===== src/rtl/ahb_cmd_master.sv =====
// ahb_cmd_master
//   AHB-Lite single-transfer master. Takes valid/ready commands, issues NONSEQ/SINGLE
//   transfers with pipelined address and data phases, handles wait states and the
//   two-cycle ERROR response, and returns in-order responses through a small FIFO.
//
// Ports
//   HCLK, HRESET          clock, synchronous active-high reset
//   cmd_*                 command channel (valid/ready, write, addr, size, wdata)
//   rsp_*                 response channel (valid/ready, rdata, err, write echo)
//   HADDR..HWDATA         AHB-Lite master outputs, all driven from flops
//   HRDATA, HREADY, HRESP AHB-Lite slave returns
module ahb_cmd_master #(
   parameter int unsigned AWIDTH    = 10,
   parameter int unsigned RSP_DEPTH = 4,
   parameter logic [3:0]  HPROT_VAL = 4'b0011
) (
   input  logic              HCLK,
   input  logic              HRESET,
   input  logic              cmd_valid,
   output logic              cmd_ready,
   input  logic              cmd_write,
   input  logic [AWIDTH-1:0] cmd_addr,
   input  logic [1:0]        cmd_size,
   input  logic [31:0]       cmd_wdata,
   output logic              rsp_valid,
   input  logic              rsp_ready,
   output logic [31:0]       rsp_rdata,
   output logic              rsp_err,
   output logic              rsp_write,
   output logic [AWIDTH-1:0] HADDR,
   output logic [1:0]        HTRANS,
   output logic              HWRITE,
   output logic [2:0]        HSIZE,
   output logic [2:0]        HBURST,
   output logic              HMASTLOCK,
   output logic [3:0]        HPROT,
   output logic [31:0]       HWDATA,
   input  logic [31:0]       HRDATA,
   input  logic              HREADY,
   input  logic              HRESP
);

   localparam int unsigned PW = (RSP_DEPTH > 1) ? $clog2(RSP_DEPTH) : 1;
   localparam int unsigned CW = $clog2(RSP_DEPTH + 1);

   typedef enum logic [1:0] {TransIdle = 2'b00, TransNonseq = 2'b10} htrans_e;

   // Address slot
   logic              slot_valid_q, slot_write_q, slot_mis_q;
   logic [AWIDTH-1:0] slot_addr_q;
   logic [1:0]        slot_size_q;
   logic [31:0]       slot_wdata_q;
   htrans_e           htrans_q, htrans_d;
   // Set while the slot's transfer is withdrawn during the second ERROR cycle
   logic              cancel_q, cancel_d;

   // Data-phase register
   logic              dp_valid_q, dp_write_q, dp_mis_q;
   logic [31:0]       hwdata_q;

   // Response FIFO
   logic [31:0]       fifo_rdata_q [RSP_DEPTH];
   logic              fifo_err_q   [RSP_DEPTH];
   logic              fifo_write_q [RSP_DEPTH];
   logic [PW-1:0]     wr_ptr_q, rd_ptr_q;
   logic [CW-1:0]     cnt_q;

   logic        err1, slot_adv, slot_free, dp_done, push, pop, accept, cmd_mis;
   logic [31:0] outstanding;
   logic [31:0] push_rdata;
   logic        push_err;

   function automatic logic [PW-1:0] ptr_inc(input logic [PW-1:0] p);
      return (p == PW'(RSP_DEPTH - 1)) ? '0 : p + PW'(1);
   endfunction

   always_comb begin
      err1      = dp_valid_q & HRESP & ~HREADY;
      slot_adv  = slot_valid_q & HREADY & ~cancel_q;
      slot_free = ~slot_valid_q | slot_adv;
      dp_done   = dp_valid_q & HREADY;
      push      = dp_done;
      rsp_valid = (cnt_q != '0);
      pop       = rsp_valid & rsp_ready;
      // Everything in flight, crediting a response leaving this cycle
      outstanding = 32'(slot_valid_q) + 32'(dp_valid_q) + 32'(cnt_q) - 32'(pop);
      cmd_ready   = ~HRESET & slot_free & (outstanding < RSP_DEPTH);
      accept      = cmd_valid & cmd_ready;

      unique case (cmd_size)
         2'd0:    cmd_mis = 1'b0;
         2'd1:    cmd_mis = cmd_addr[0];
         2'd2:    cmd_mis = (cmd_addr[1:0] != 2'b00);
         default: cmd_mis = 1'b1;
      endcase

      push_rdata = (~dp_write_q & ~dp_mis_q & ~HRESP) ? HRDATA : 32'h0;
      push_err   = HRESP | dp_mis_q;
   end

   always_comb begin
      htrans_d = htrans_q;
      cancel_d = cancel_q;
      if (accept) begin
         htrans_d = cmd_mis ? TransIdle : TransNonseq;
         cancel_d = 1'b0;
      end else if (slot_adv) begin
         htrans_d = TransIdle;
      end else if (err1 && htrans_q == TransNonseq) begin
         // Withdraw the pending address during ERROR cycle 2, re-issue afterwards
         htrans_d = TransIdle;
         cancel_d = 1'b1;
      end else if (cancel_q && HREADY) begin
         htrans_d = TransNonseq;
         cancel_d = 1'b0;
      end
   end

   always_ff @(posedge HCLK) begin
      if (HRESET) begin
         slot_valid_q <= 1'b0;
         slot_write_q <= 1'b0;
         slot_mis_q   <= 1'b0;
         slot_addr_q  <= '0;
         slot_size_q  <= '0;
         slot_wdata_q <= '0;
         htrans_q     <= TransIdle;
         cancel_q     <= 1'b0;
         dp_valid_q   <= 1'b0;
         dp_write_q   <= 1'b0;
         dp_mis_q     <= 1'b0;
         hwdata_q     <= '0;
         wr_ptr_q     <= '0;
         rd_ptr_q     <= '0;
         cnt_q        <= '0;
         for (int i = 0; i < int'(RSP_DEPTH); i++) begin
            fifo_rdata_q[i] <= '0;
            fifo_err_q[i]   <= 1'b0;
            fifo_write_q[i] <= 1'b0;
         end
      end else begin
         htrans_q <= htrans_d;
         cancel_q <= cancel_d;

         if (accept) begin
            slot_valid_q <= 1'b1;
            slot_write_q <= cmd_write;
            slot_mis_q   <= cmd_mis;
            slot_addr_q  <= cmd_addr;
            slot_size_q  <= cmd_size;
            slot_wdata_q <= cmd_wdata;
         end else if (slot_adv) begin
            slot_valid_q <= 1'b0;
         end

         if (slot_adv) begin
            dp_valid_q <= 1'b1;
            dp_write_q <= slot_write_q;
            dp_mis_q   <= slot_mis_q;
            hwdata_q   <= slot_wdata_q;
         end else if (dp_done) begin
            dp_valid_q <= 1'b0;
         end

         if (push) begin
            fifo_rdata_q[wr_ptr_q] <= push_rdata;
            fifo_err_q[wr_ptr_q]   <= push_err;
            fifo_write_q[wr_ptr_q] <= dp_write_q;
            wr_ptr_q               <= ptr_inc(wr_ptr_q);
         end
         if (pop) begin
            rd_ptr_q <= ptr_inc(rd_ptr_q);
         end
         if (push && !pop) begin
            cnt_q <= cnt_q + CW'(1);
         end else if (!push && pop) begin
            cnt_q <= cnt_q - CW'(1);
         end
      end
   end

   always_comb begin
      rsp_rdata = rsp_valid ? fifo_rdata_q[rd_ptr_q] : 32'h0;
      rsp_err   = rsp_valid & fifo_err_q[rd_ptr_q];
      rsp_write = rsp_valid & fifo_write_q[rd_ptr_q];
   end

   assign HADDR     = slot_addr_q;
   assign HTRANS    = htrans_q;
   assign HWRITE    = slot_write_q;
   assign HSIZE     = {1'b0, slot_size_q};
   assign HBURST    = 3'b000;
   assign HMASTLOCK = 1'b0;
   assign HPROT     = HPROT_VAL;
   assign HWDATA    = hwdata_q;

endmodule

===== config.mk =====
export PLATFORM = sky130hd
export DESIGN_NAME = ahb_cmd_master
export DESIGN_NICKNAME = d
export VERILOG_FILES = /design/src/rtl/ahb_cmd_master.sv
export SDC_FILE = /design/constraint.sdc
export NUM_CORES = 1
export LEC_CHECK = 0
export CAP_MARGIN = 20
export CORE_ASPECT_RATIO = 2
export CORE_MARGIN = 2
export CORE_UTILIZATION = 50
export CTS_CLUSTER_SIZE = 16
export DETAILED_ROUTE_END_ITERATION = 10
export GPL_ROUTABILITY_DRIVEN = 0
export GPL_TIMING_DRIVEN = 0
export PLACE_DENSITY = 0.76
export SLEW_MARGIN = 10
export SYNTH_ARGS = -nofsm -noshare
export SYNTH_HDL_FRONTEND = slang
export SYNTH_SLANG_ARGS = --single-unit

===== constraint.sdc =====
create_clock -name HCLK -period 3.6 [get_ports HCLK]
set_input_delay 0.72 -clock HCLK [delete_from_list [all_inputs] [get_ports HCLK]]
set_output_delay 0.72 -clock HCLK [all_outputs]
set_load 0.1 [all_outputs]

==> results.txt <==
Once layout is done, the placed cells without fillers occupy 12800 sq um. The run gives 0.598 as the part of the Yosys area used for sequential elements. The layout has 1550 filler cells. The fraction of final layout cells with drive strength greater than 1 was 0.162. TritonCTS built the clock tree.

Once detail routing completed, the nets flagged for antenna violations numbered 0. Each instance of the synthesized netlist takes up on average 12.1 sq um. The via count of the first global-routing pass is 6913.

Worst slew slack as a fraction of its limit: 0.298. For the half-perimeter wire length of the detailed placement result, the log shows 15.8 mm. The clock reaches the later pin of the worst-skew pair after 0.51 ns.

The depth of the CTS H-tree is 1. The leakage power figure was 4.74 nW; the wire length per cell after detailed routing was 17.1 um. The run gives 0 as the count of endpoints failing hold in the final timing report.

The tools report the global router's overall resource usage as 0.210. At the end of the flow, the number of nets in the layout was 1114. The maximum number of pins on one net before global-route repair is 35. The number of buffer and inverter stages on the critical path works out to 1. Setup violations remaining at the end of the flow were counted as 0. For the residual DRC count, the log shows 0. The sequential cell area is 5950 sq um. The highest cell delay on the worst timing path is 0.41 ns. The portion of synthesized cell area occupied by the leading cell type is 0.411.

The number of rows created at floorplan is 73, and the number of placed I/O pins is 175. Maximum resistive drop on vdd: 0.415 mV. The root buffer cell is clkbuf_16. At the pin with the least slew margin, the transition time is 1.05 ns.

From synthesis to final layout, the design area changed by 28.9%. The number of buffer cells added on primary ports was 162; the shortest period the worst path allows was 3.49 ns. The proportion of synthesized flip-flops having asynchronous set or reset was 0. The number of standard cells after synthesis is 823, and the number of flops mapped to enable cells by yosys is 136. The number of buffers inserted for hold repair after clock tree synthesis came out at 0.

Among cell families on the critical path, the largest total delay comes from compound AO/OA/AOI/OAI gates. The number of cells traversed by the worst hold path works out to 2. After layout, the design draws a total of 0.00852 W. In the routed layout, each cell is associated on average with a via count of 5.08. Based on the critical path, the design can be clocked at up to 287 MHz. Top routing layer in use: met4.

The die covers 21100 sq um. The number of antenna violations at the first check in global routing is 0, and the floorplan core area is 19700 sq um. Buffers inserted during clock tree synthesis total 20. The routed design uses 12.9 mm of met2 wire. The post-synthesis sequential element count is 229, and the initial core utilization is 0.504.

STA puts the critical path data required time at 2.88 ns. The post-synthesis cell type with the largest combined area is edfxtp_1. For this run, the detailed router's first-pass iteration total came to 4. The tools report the footprint of the multi-input gates as 3700 sq um. The tools report the routed length on met1 as 7.68 mm. Cell with the biggest individual delay on the critical path: or3_4.

The run finished with clean final reports. The critical path goes through or3_4 -> nand2_4 -> or2_2 -> nand2_1 -> ha_1 -> a21o_1 -> a2111oi_4 -> o211a_1 -> buf_12. The category of the worst setup path launch point was a register. The critical path is of the register to output pin type. In this run the cell area measured after placement is 12000 sq um. In this run the power density over the cells is 665 nW/um^2.

The top flip-flop cell by instance count after synthesis is edfxtp_1. The fraction of the cycle the final worst path needs was 0.969. The die outline height works out to 203 um. On the final layout, the worst clock skew is 0.0228 ns.

For the residual overflow from global routing, the log shows 0. Yosys printed 0 warnings. The final-report max-slew violation count came out at 0. The detailed router finished its first iteration with 259 violations.

The cell area that synthesis handed to floorplanning was 9940 sq um. The tools report the routed wire length on met3 as 1.08 mm. The largest fanout on the critical path works out to 5. The run gives 3 as the maximum buffer depth of the clock tree. The number of cell instances on the worst register-to-register path came out at 11. In this run the horizontal extent of the chip is 104 um.

Sorting the synthesized cells by area gives the leading types as edfxtp_1 41%, dfxtp_1 19%, mux4_2 7.7%. Counting every sink on the clock net gives 229. Overall via count from detail_route: 6605. The worst min-delay path class is register to register. Counting buffers and inverters, the worst setup path is 9 cells deep. The number of different library cells used by synthesis comes to 42.

The wire length of the first global-routing pass is 35.1 mm. The tools report the data arrival at the endpoint of the critical path as 2.77 ns. The endpoint type of the worst setup path is an output pin.

The repair_antennas step left the layout with diodes totalling 0. The tool flagged a number of max-cap violations equal to 0. The clock transition time at the flip-flop clock pins of the worst setup and hold paths came out at 0.06 ns. The run gives 22.3 mm as the overall routed net length.
## per-layer routing
layer  track usage  vias to the layer above
met5             0                        -
met4        0.0816                        0
met3        0.0355                       43
met2         0.420                      180
met1         0.211                     3192
li1              -                     3190
## area by class of cell
type,count,share of cell area
Multi-Input combinational cell,532,0.289
Clock inverter,8,0.00547
Timing Repair Buffer,172,0.142
Clock buffer,28,0.0470
Sequential cell,229,0.465
Inverter,6,0.00176
Tap cell,262,0.0256
Buffer,62,0.0253
## cell usage in the layout, fill, tap and decap left out, types with 5 or more instances in the layout
cell / synthesis / routed
buf_4: 11 / 19
a21oi_1: 44 / 44
edfxtp_1: 136 / 136
mux2i_1: 20 / 20
inv_1: 6 / 11
nor2b_1: 30 / 30
clkbuf_8: 0 / 5
nand2_1: 112 / 111
nand2b_1: 39 / 36
clkbuf_1: 43 / 41
clkbuf_16: 0 / 21
nor2_1: 112 / 112
mux2_4: 28 / 28
clkdlybuf4s15_2: 0 / 30
clkdlybuf4s50_1: 0 / 125
ha_1: 7 / 7
buf_12: 0 / 5
mux4_2: 34 / 34
dfxtp_1: 93 / 90
conb_1: 2 / 10
and2_1: 66 / 66
## cells by family (layout without fill, tap and decap cells)
| family | after synthesis | after routing | synth area share |
|---|---|---|---|
| simple gates | 372 | 372 | 0.178 |
| flops | 229 | 229 | 0.598 |
| mux | 83 | 83 | 0.141 |
| buf+inv | 70 | 276 | 0.0348 |
| compound gates | 57 | 57 | 0.0349 |
| fa+ha+maj | 8 | 8 | 0.0108 |
| other cells | 2 | 10 | 0.000756 |
| xor+xnor | 2 | 2 | 0.00176 |
## worst register-to-register path: cells and delay by family (launching register included)
kind                     cells  cell delay, ns
AO/OA/AOI/OAI                3            0.77
adder cells (fa/ha/maj)      1            0.28
buffers and inverters        2            0.42
flip-flops                   1            0.34
multiplexers                 1            0.31
AND/OR/NAND/NOR              4            0.67
## timing repair
item                                   4_1_cts  5_1_grt
setup endpoints to repair                   36       31
gates resized for setup                    112        7
endpoints found under the hold margin        0        0
pin swaps                                    3        5
cloned                                       0        0
buffers inserted                             0        6
## report_power, final
| group | internal, W | leakage (nW) | switching, W |
|---|---|---|---|
| logic | 0.00106 | 2.23 | 0.00219 |
| registers | 0.00299 | 2.16 | 0.000113 |
| clock network | 0.00124 | 0.349 | 0.000930 |
## Yosys cell counts, types with 2 or more instances
cell type,count
a21o_1,2
a21oi_1,44
and2_1,66
buf_2,6
buf_4,11
buf_6,3
clkbuf_1,43
conb_1,2
dfxtp_1,93
edfxtp_1,136
ha_1,7
inv_1,6
mux2_4,28
mux2i_1,20
mux4_2,34
nand2_1,112
nand2b_1,39
nand3b_1,2
nor2_1,112
nor2b_1,30
nor3_1,2
or3_1,4
xor2_1,2
## through the flow
step	TNS [ns]	std cells	util	hold WS [ns]	setup slack [ns]
after detailed placement	-1.13	1258	0.607	0.439	-1.04
after CTS	-0.0114	1293	0.645	0.449	-0.0114
after global routing	-0.00642	1299	0.649	0.462	-0.00642
final	0	1299	0.649	0.447	0.112
after global placement	-25.95	1255	0.604	0.435	-1.02
after floorplan	0	831	-	0.427	0.0769
## state kept, by name, indices dropped and copies added, names as in the netlist, named ones only
name / count
HADDR: 10
HTRANS: 1
HWDATA: 32
HWRITE: 1
cancel_q: 1
cnt_q: 3
dp_mis_q: 1
dp_valid_q: 1
dp_write_q: 1
fifo_err_q: 4
fifo_rdata_q: 128
fifo_write_q: 4
rd_ptr_q: 2
slot_mis_q: 1
slot_size_q: 2
slot_valid_q: 1
slot_wdata_q: 32
wr_ptr_q: 2
## path summary, 6_finish.rpt
| kind | slack [ns] | start | endpoint |
|---|---|---|---|
| min | 0.45 | slot_wdata_q[6] | HWDATA[6] |
| min reg2reg | 0.45 | slot_wdata_q[6] | HWDATA[6] |
| max | 0.11 | cnt_q[0] | cmd_ready |
| max reg2reg | 0.70 | cnt_q[0] | slot_wdata_q[5] |
No activity file was read; power rests on OpenSTA's default activity.
